==> config.mk <==
export PLATFORM = sky130hd
export DESIGN_NAME = red_pitaya_ad5689_arbiter
export DESIGN_NICKNAME = d
export VERILOG_FILES = /design/src/rtl/red_pitaya_ad5689_arbiter.sv
export SDC_FILE = /design/constraint.sdc
export NUM_CORES = 1
export LEC_CHECK = 0
export CORE_MARGIN = 2
export CORE_UTILIZATION = 53
export DETAILED_ROUTE_END_ITERATION = 16
export MAX_ROUTING_LAYER = met4
export PLACE_DENSITY = 0.86
export SYNTH_ARGS = -nofsm -noshare
export SYNTH_HDL_FRONTEND = slang
export SYNTH_SLANG_ARGS = --single-unit
==> constraint.sdc <==
create_clock -name clk_i -period 3.7 [get_ports clk_i]
set_clock_uncertainty 0.05 [all_clocks]
set_input_delay 0.555 -clock clk_i [delete_from_list [all_inputs] [get_ports clk_i]]
set_output_delay 0.555 -clock clk_i [all_outputs]
set_load 0.01 [all_outputs]
==> src/rtl/red_pitaya_ad5689_arbiter.sv <==
// Three-requester round-robin arbiter driving an AD5689 dual DAC over SPI.
// One 24-bit frame per grant: SYNC low for 24 SCLK periods (MSB first, data
// valid while SCLK is high, DAC samples on SCLK fall), a SYNC-high gap, then
// an optional LDAC pulse before the completion strobe.
// Optional feature macro: AD5689_ARB_LDAC_EN (enables the LDAC pulse state;
// when undefined the LDAC pin is tied low so the DAC updates on SYNC rise).
module red_pitaya_ad5689_arbiter #(
    parameter int SCLK_DIV    = 2,
    parameter int GAP_CYCLES  = 3,
    parameter int LDAC_CYCLES = 3
) (
    input  logic        clk_i,
    input  logic        rstn_i,
    input  logic [2:0]  req_i,
    input  logic [71:0] word_i,
    input  logic [2:0]  ldac_req_i,
    output logic [2:0]  gnt_o,
    output logic [2:0]  done_o,
    output logic        busy_o,
    output logic [23:0] rdata_o,
    output logic        dac_sclk,
    output logic        dac_sdin,
    output logic        dac_syncn,
    output logic        dac_ldacn,
    output logic        dac_rstn,
    input  logic        dac_sdo
);

    // One counter serves the SCLK phase, the gap and the LDAC pulse.
    localparam int CNT_MAX_A = (2 * SCLK_DIV > GAP_CYCLES) ? 2 * SCLK_DIV : GAP_CYCLES;
    localparam int CNT_MAX   = (CNT_MAX_A > LDAC_CYCLES) ? CNT_MAX_A : LDAC_CYCLES;
    localparam int CNT_W     = $clog2(CNT_MAX + 1);

    localparam logic [CNT_W-1:0] HI_END   = CNT_W'(SCLK_DIV - 1);
    localparam logic [CNT_W-1:0] BIT_END  = CNT_W'(2 * SCLK_DIV - 1);
    localparam logic [CNT_W-1:0] GAP_END  = CNT_W'(GAP_CYCLES - 1);
`ifdef AD5689_ARB_LDAC_EN
    localparam logic [CNT_W-1:0] LDAC_END = CNT_W'(LDAC_CYCLES - 1);
`endif

    typedef enum logic [1:0] {
        ST_IDLE,
        ST_SHIFT,
        ST_GAP
`ifdef AD5689_ARB_LDAC_EN
        , ST_LDAC
`endif
    } state_t;

    state_t            r_state;
    logic [CNT_W-1:0]  r_cnt;
    logic [4:0]        r_bit;
    logic [23:0]       r_tx;
    logic [23:0]       r_rx;
    logic [1:0]        r_cur;
    logic [1:0]        r_ptr;
    logic [2:0]        r_gnt;
    logic [2:0]        r_done;
    logic [23:0]       r_rdata;
    logic              r_sclk;
    logic              r_syncn;
    logic              r_dac_rstn;

    state_t            w_state_next;
    logic [CNT_W-1:0]  w_cnt_next;
    logic [4:0]        w_bit_next;
    logic [23:0]       w_tx_next;
    logic [23:0]       w_rx_next;
    logic [1:0]        w_cur_next;
    logic [1:0]        w_ptr_next;
    logic [2:0]        w_gnt_next;
    logic [2:0]        w_done_next;
    logic [23:0]       w_rdata_next;
    logic              w_sclk_next;
    logic              w_syncn_next;
    logic              w_finish;

`ifdef AD5689_ARB_LDAC_EN
    logic              r_ldac;
    logic              r_ldacn;
    logic              w_ldac_next;
    logic              w_ldacn_next;
`else
    // The per-requester LDAC flags have no effect in this build.
    logic              w_unused_ldac;
    assign w_unused_ldac = ^ldac_req_i;
`endif

    logic [23:0]       w_words [3];
    logic [2:0]        w_win_onehot;
    logic [1:0]        w_win_idx;
    logic              w_win_vld;
    logic [1:0]        w_ord0;
    logic [1:0]        w_ord1;
    logic [1:0]        w_ord2;

    // Split the packed word bus and decode the winner into a one-hot grant.
    generate
        for (genvar gi = 0; gi < 3; gi++) begin : g_req
            assign w_words[gi]      = word_i[24*gi +: 24];
            assign w_win_onehot[gi] = (w_win_idx == 2'(gi));
        end
    endgenerate

    // Round-robin pick: search starts one past the last granted requester.
    always_comb begin
        w_ord0 = 2'd0;
        w_ord1 = 2'd1;
        w_ord2 = 2'd2;
        case (r_ptr)
            2'd0:    begin w_ord0 = 2'd1; w_ord1 = 2'd2; w_ord2 = 2'd0; end
            2'd1:    begin w_ord0 = 2'd2; w_ord1 = 2'd0; w_ord2 = 2'd1; end
            default: begin w_ord0 = 2'd0; w_ord1 = 2'd1; w_ord2 = 2'd2; end
        endcase
        w_win_vld = |req_i;
        if (req_i[w_ord0])
            w_win_idx = w_ord0;
        else if (req_i[w_ord1])
            w_win_idx = w_ord1;
        else
            w_win_idx = w_ord2;
    end

    // Next-state and next-output logic for the frame sequencer.
    always_comb begin
        w_state_next = r_state;
        w_cnt_next   = r_cnt;
        w_bit_next   = r_bit;
        w_tx_next    = r_tx;
        w_rx_next    = r_rx;
        w_cur_next   = r_cur;
        w_ptr_next   = r_ptr;
        w_gnt_next   = r_gnt;
        w_done_next  = 3'b000;
        w_rdata_next = r_rdata;
        w_sclk_next  = r_sclk;
        w_syncn_next = r_syncn;
        w_finish     = 1'b0;
`ifdef AD5689_ARB_LDAC_EN
        w_ldac_next  = r_ldac;
        w_ldacn_next = r_ldacn;
`endif
        case (r_state)
            ST_IDLE: begin
                if (w_win_vld) begin
                    w_state_next = ST_SHIFT;
                    w_gnt_next   = w_win_onehot;
                    w_cur_next   = w_win_idx;
                    w_tx_next    = w_words[w_win_idx];
                    w_syncn_next = 1'b0;
                    w_sclk_next  = 1'b1;
                    w_cnt_next   = '0;
                    w_bit_next   = 5'd0;
`ifdef AD5689_ARB_LDAC_EN
                    w_ldac_next  = ldac_req_i[w_win_idx];
`endif
                end
            end
            ST_SHIFT: begin
                if (r_cnt == HI_END) begin
                    // SCLK falls here: the DAC takes dac_sdin, we take dac_sdo.
                    w_sclk_next = 1'b0;
                    w_rx_next   = {r_rx[22:0], dac_sdo};
                    w_cnt_next  = r_cnt + 1'b1;
                end else if (r_cnt == BIT_END) begin
                    w_cnt_next  = '0;
                    w_sclk_next = 1'b1;
                    if (r_bit == 5'd23) begin
                        w_state_next = ST_GAP;
                        w_syncn_next = 1'b1;
                        w_tx_next    = 24'h000000;
                    end else begin
                        w_bit_next = r_bit + 5'd1;
                        w_tx_next  = {r_tx[22:0], 1'b0};
                    end
                end else begin
                    w_cnt_next = r_cnt + 1'b1;
                end
            end
            ST_GAP: begin
                if (r_cnt == GAP_END) begin
                    w_cnt_next = '0;
`ifdef AD5689_ARB_LDAC_EN
                    if (r_ldac) begin
                        w_state_next = ST_LDAC;
                        w_ldacn_next = 1'b0;
                    end else begin
                        w_finish = 1'b1;
                    end
`else
                    w_finish = 1'b1;
`endif
                end else begin
                    w_cnt_next = r_cnt + 1'b1;
                end
            end
`ifdef AD5689_ARB_LDAC_EN
            ST_LDAC: begin
                if (r_cnt == LDAC_END) begin
                    w_cnt_next   = '0;
                    w_ldacn_next = 1'b1;
                    w_finish     = 1'b1;
                end else begin
                    w_cnt_next = r_cnt + 1'b1;
                end
            end
`endif
            default: begin
                w_state_next = ST_IDLE;
            end
        endcase
        // Common return path: strobe done, release grant, remember the winner.
        if (w_finish) begin
            w_state_next = ST_IDLE;
            w_gnt_next   = 3'b000;
            w_done_next  = r_gnt;
            w_rdata_next = r_rx;
            w_ptr_next   = r_cur;
        end
    end

    // State and output registers; reset returns the bus to its idle levels.
    always_ff @(posedge clk_i or negedge rstn_i) begin
        if (!rstn_i) begin
            r_state    <= ST_IDLE;
            r_cnt      <= '0;
            r_bit      <= 5'd0;
            r_tx       <= 24'h000000;
            r_rx       <= 24'h000000;
            r_cur      <= 2'd0;
            r_ptr      <= 2'd2;
            r_gnt      <= 3'b000;
            r_done     <= 3'b000;
            r_rdata    <= 24'h000000;
            r_sclk     <= 1'b1;
            r_syncn    <= 1'b1;
            r_dac_rstn <= 1'b0;
`ifdef AD5689_ARB_LDAC_EN
            r_ldac     <= 1'b0;
            r_ldacn    <= 1'b1;
`endif
        end else begin
            r_state    <= w_state_next;
            r_cnt      <= w_cnt_next;
            r_bit      <= w_bit_next;
            r_tx       <= w_tx_next;
            r_rx       <= w_rx_next;
            r_cur      <= w_cur_next;
            r_ptr      <= w_ptr_next;
            r_gnt      <= w_gnt_next;
            r_done     <= w_done_next;
            r_rdata    <= w_rdata_next;
            r_sclk     <= w_sclk_next;
            r_syncn    <= w_syncn_next;
            r_dac_rstn <= 1'b1;
`ifdef AD5689_ARB_LDAC_EN
            r_ldac     <= w_ldac_next;
            r_ldacn    <= w_ldacn_next;
`endif
        end
    end

    assign gnt_o     = r_gnt;
    assign done_o    = r_done;
    assign busy_o    = (r_state != ST_IDLE);
    assign rdata_o   = r_rdata;
    assign dac_sclk  = r_sclk;
    // Data bit comes straight from the frame register MSB, so it moves only
    // when that register shifts (at the SCLK rising edge) and is 0 when idle.
    assign dac_sdin  = r_tx[23];
    assign dac_syncn = r_syncn;
    assign dac_rstn  = r_dac_rstn;
`ifdef AD5689_ARB_LDAC_EN
    assign dac_ldacn = r_ldacn;
`else
    assign dac_ldacn = 1'b0;
`endif

endmodule

==> results.md <==
* Outcome: finished, final reports clean
* Post-Syn Instances at 426
* Vias per cell at 5.77
* Area growth syn-to-layout at 29.7%
* Vias in the first global route at 3,659
* Max-cap violations at 0
* Die width at 95.6 µm
* CP Data Required Time at 3910 ps
* FFs w/ async S/R, synth at 1.00
* Layout cells sized above 1 at 0.114
* Slew @ Worst Pin at 1140 ps
* Top post-synthesis cells by area: dfrtp_1, nand2_1, mux2_2
* Initial DRC Count at 239
* WS Path Type: flop to flop
* Crit. Startpoint: r_state[1]
* # nets final at 621
* Sum of negative setup slack at 0 ps
* Number of buffers created by CTS at 9
* Post-synth top flop: dfrtp_1
* Post-CTS sizing at 0
* CP max FO at 25
* Area leader, netlist: dfrtp_1
* Post-route ant nets at 0
* Avg WL per Cell at 17.5 µm
* Power Dens Cells at 515 nW/µm²
* Wire length of the first global-routing pass at 17.1 mm
* Latest clock arrival within the worst-skew pair at 370 ps
* FP Rows at 33
* CTS root buf: clkbuf_8
* RSZ-0062 raised after global routing: no
* Drt pass-1 iters at 7
* Final setup violation count at 0
* Routability cong. at 0.871
* Synthesized flop and latch total at 95
* CTS tree: built
* Post-Synthesis Net Count at 518
* Critical Path AT at 2810 ps
* Mean area per synthesized cell at 10.4 µm²
* Post-synth EDFFs at 0
* Commonest cells post-synth: nand2_1, dfrtp_1, mux2_2
* Max Root-Sink Buffers at 2
* CTS HTree Levels at 3
* Hold Crit Class: input port to asynchronous set/reset pin
* Core outline area at 8180 µm²
* Initial antenna violation count at 0
* Sequential element share of the synthesized area at 0.535
* Port bufs at 112
* Count of different cell masters after synthesis at 50
* WL final at 11.2 mm
* Crit start category: flop
* Die height at 95.6 µm
* Vias at 3,686
* Fmax at 0.385 GHz
* I/O Pins at 117
* Final Slew Violations at 0
* Syn. warnings at 0
* Initial Util at 0.544
* HPWL after DPL at 7.78 mm
* LEAKAGE at 2.68 nW
* # Post-CTS Setup Buffers at 0
* Yosys top cell area share at 0.518
* Slew headroom at 0.238
* Placed Cells at 623
* Total track usage at 0.251
* N_diodes at 0
* Max VDD drop at 0.247 mV
* Fin crit period at 2600 ps
* Period utilisation layout at 0.702
* FILL cells at 598
* Top-count cell post-synth: nand2_1
* Clock sinks at 95
* Hold Buf Count CTS at 0
* DRC at 0
* Non-Filler Instances at 639
* Element type at the critical path end: flop
* Die footprint at 9140 µm²
* Fin. Hold Viols at 0
* Clk slew on worst S/H paths at 100 ps
* Total global routing overflow at 0
* RR Startpoint: r_state[1]
* Largest net degree at the start of global routing at 57
* Post-Syn Area at 4450 µm²
[sequential cells by signal, summed over array words and instances, names as in the netlist]
signal / flops
r_bit: 5
dac_rstn: 1
dac_syncn: 1
r_ptr: 2
r_cnt: 3
dac_sclk: 1
rdata_o: 24
r_state: 2
r_tx: 24
r_rx: 24
r_cur: 2
gnt_o: 3
done_o: 3
[layout make-up]
type | count | area (µm²) | area share
inverters | 12 | 45.0 | 0.00781
multi-input cells | 293 | 1870 | 0.323
repair buffers | 118 | 1160 | 0.202
well taps | 105 | 131 | 0.0228
clock inverters | 6 | 52.6 | 0.00911
clock buffers | 10 | 128 | 0.0221
flip-flops and latches | 95 | 2380 | 0.413
[cells by family (layout without fill, tap and decap cells)]
kind of cell             Yosys count  in the layout  synth area share
AND/OR/NAND/NOR                  165            165             0.163
adder cells (fa/ha/maj)           11             11            0.0310
flip-flops                        95             95             0.535
XOR/XNOR                           3              3           0.00591
buffers and inverters             38            146            0.0461
multiplexers                      27             27            0.0684
AO/OA/AOI/OAI                     85             85             0.148
other                              2              2           0.00169
[per-stage QoR]
stage / cell area, µm² / hold WS (ps) / worst slack, ps / utilization / power [W]
after floorplan: 4450 / 209 / 1810 / - / 0.00201
after global placement: 5590 / 397 / 969 / 0.683 / 0.00229
after detailed placement: 5590 / 403 / 897 / 0.683 / 0.00234
after CTS: 5770 / 189 / 1140 / 0.705 / 0.00299
after global routing: 5770 / 232 / 882 / 0.705 / 0.00314
final: 5770 / 163 / 1100 / 0.705 / 0.00297
[power by group]
group | internal (W) | switching, W | total (W) | leakage (nW)
Sequential | 0.00125 | 0.000138 | 0.00138 | 1.26
Combinational | 0.000445 | 0.000492 | 0.000937 | 1.34
Clock | 0.000255 | 0.000395 | 0.000651 | 0.0854
[cells in the final DEF (no fill, tap or decap), types with 2 or more instances in the layout]
master / count
buf_4: 7
dfrtp_1: 92
mux2_2: 26
nor2b_1: 3
nor3b_1: 2
a21oi_1: 13
nor3_1: 3
a222oi_1: 22
xnor2_1: 3
ha_1: 11
o22a_1: 2
nor4b_1: 2
and2_1: 3
nand2b_1: 4
clkdlybuf4s50_1: 111
o22ai_1: 2
a22oi_1: 22
conb_1: 2
inv_6: 2
o21ai_0: 9
clkinvlp_4: 2
nor2_1: 22
inv_1: 12
nor2_2: 2
dfstp_2: 3
clkbuf_8: 9
nand3_1: 3
nand2_1: 113
[critical path, cell delays in order, from the launching register on]
cell and delay, ps:
dfrtp_1 430, inv_1 130, ha_1 380, inv_1 180, nor2_1 190, nand2_1 600, mux2_2 520
[path summary, 6_finish.rpt]
check / end / slack (ps) / cells after the start
worst max-delay path: r_rx[21] / 1100 / 6
worst min-delay path: r_tx[5] / 160 / 1
worst max register to register: r_rx[21] / 1100 / 6
worst min register to register: r_ptr[0] / 430 / 2
max in group asynchronous: dac_syncn / 2600 / 2
min in group clk_i: r_ptr[0] / 430 / 2
[per-layer routing]
metal  vias up  wire length (µm)  global-route usage
met1      1817              4630               0.307
met2       148              5370               0.404
met4         0               159              0.0940
met3        14              1020              0.0609
met5         -                 0                   -
li1       1707                 -                   -
Note: power is estimated with default switching activity, not from simulation.
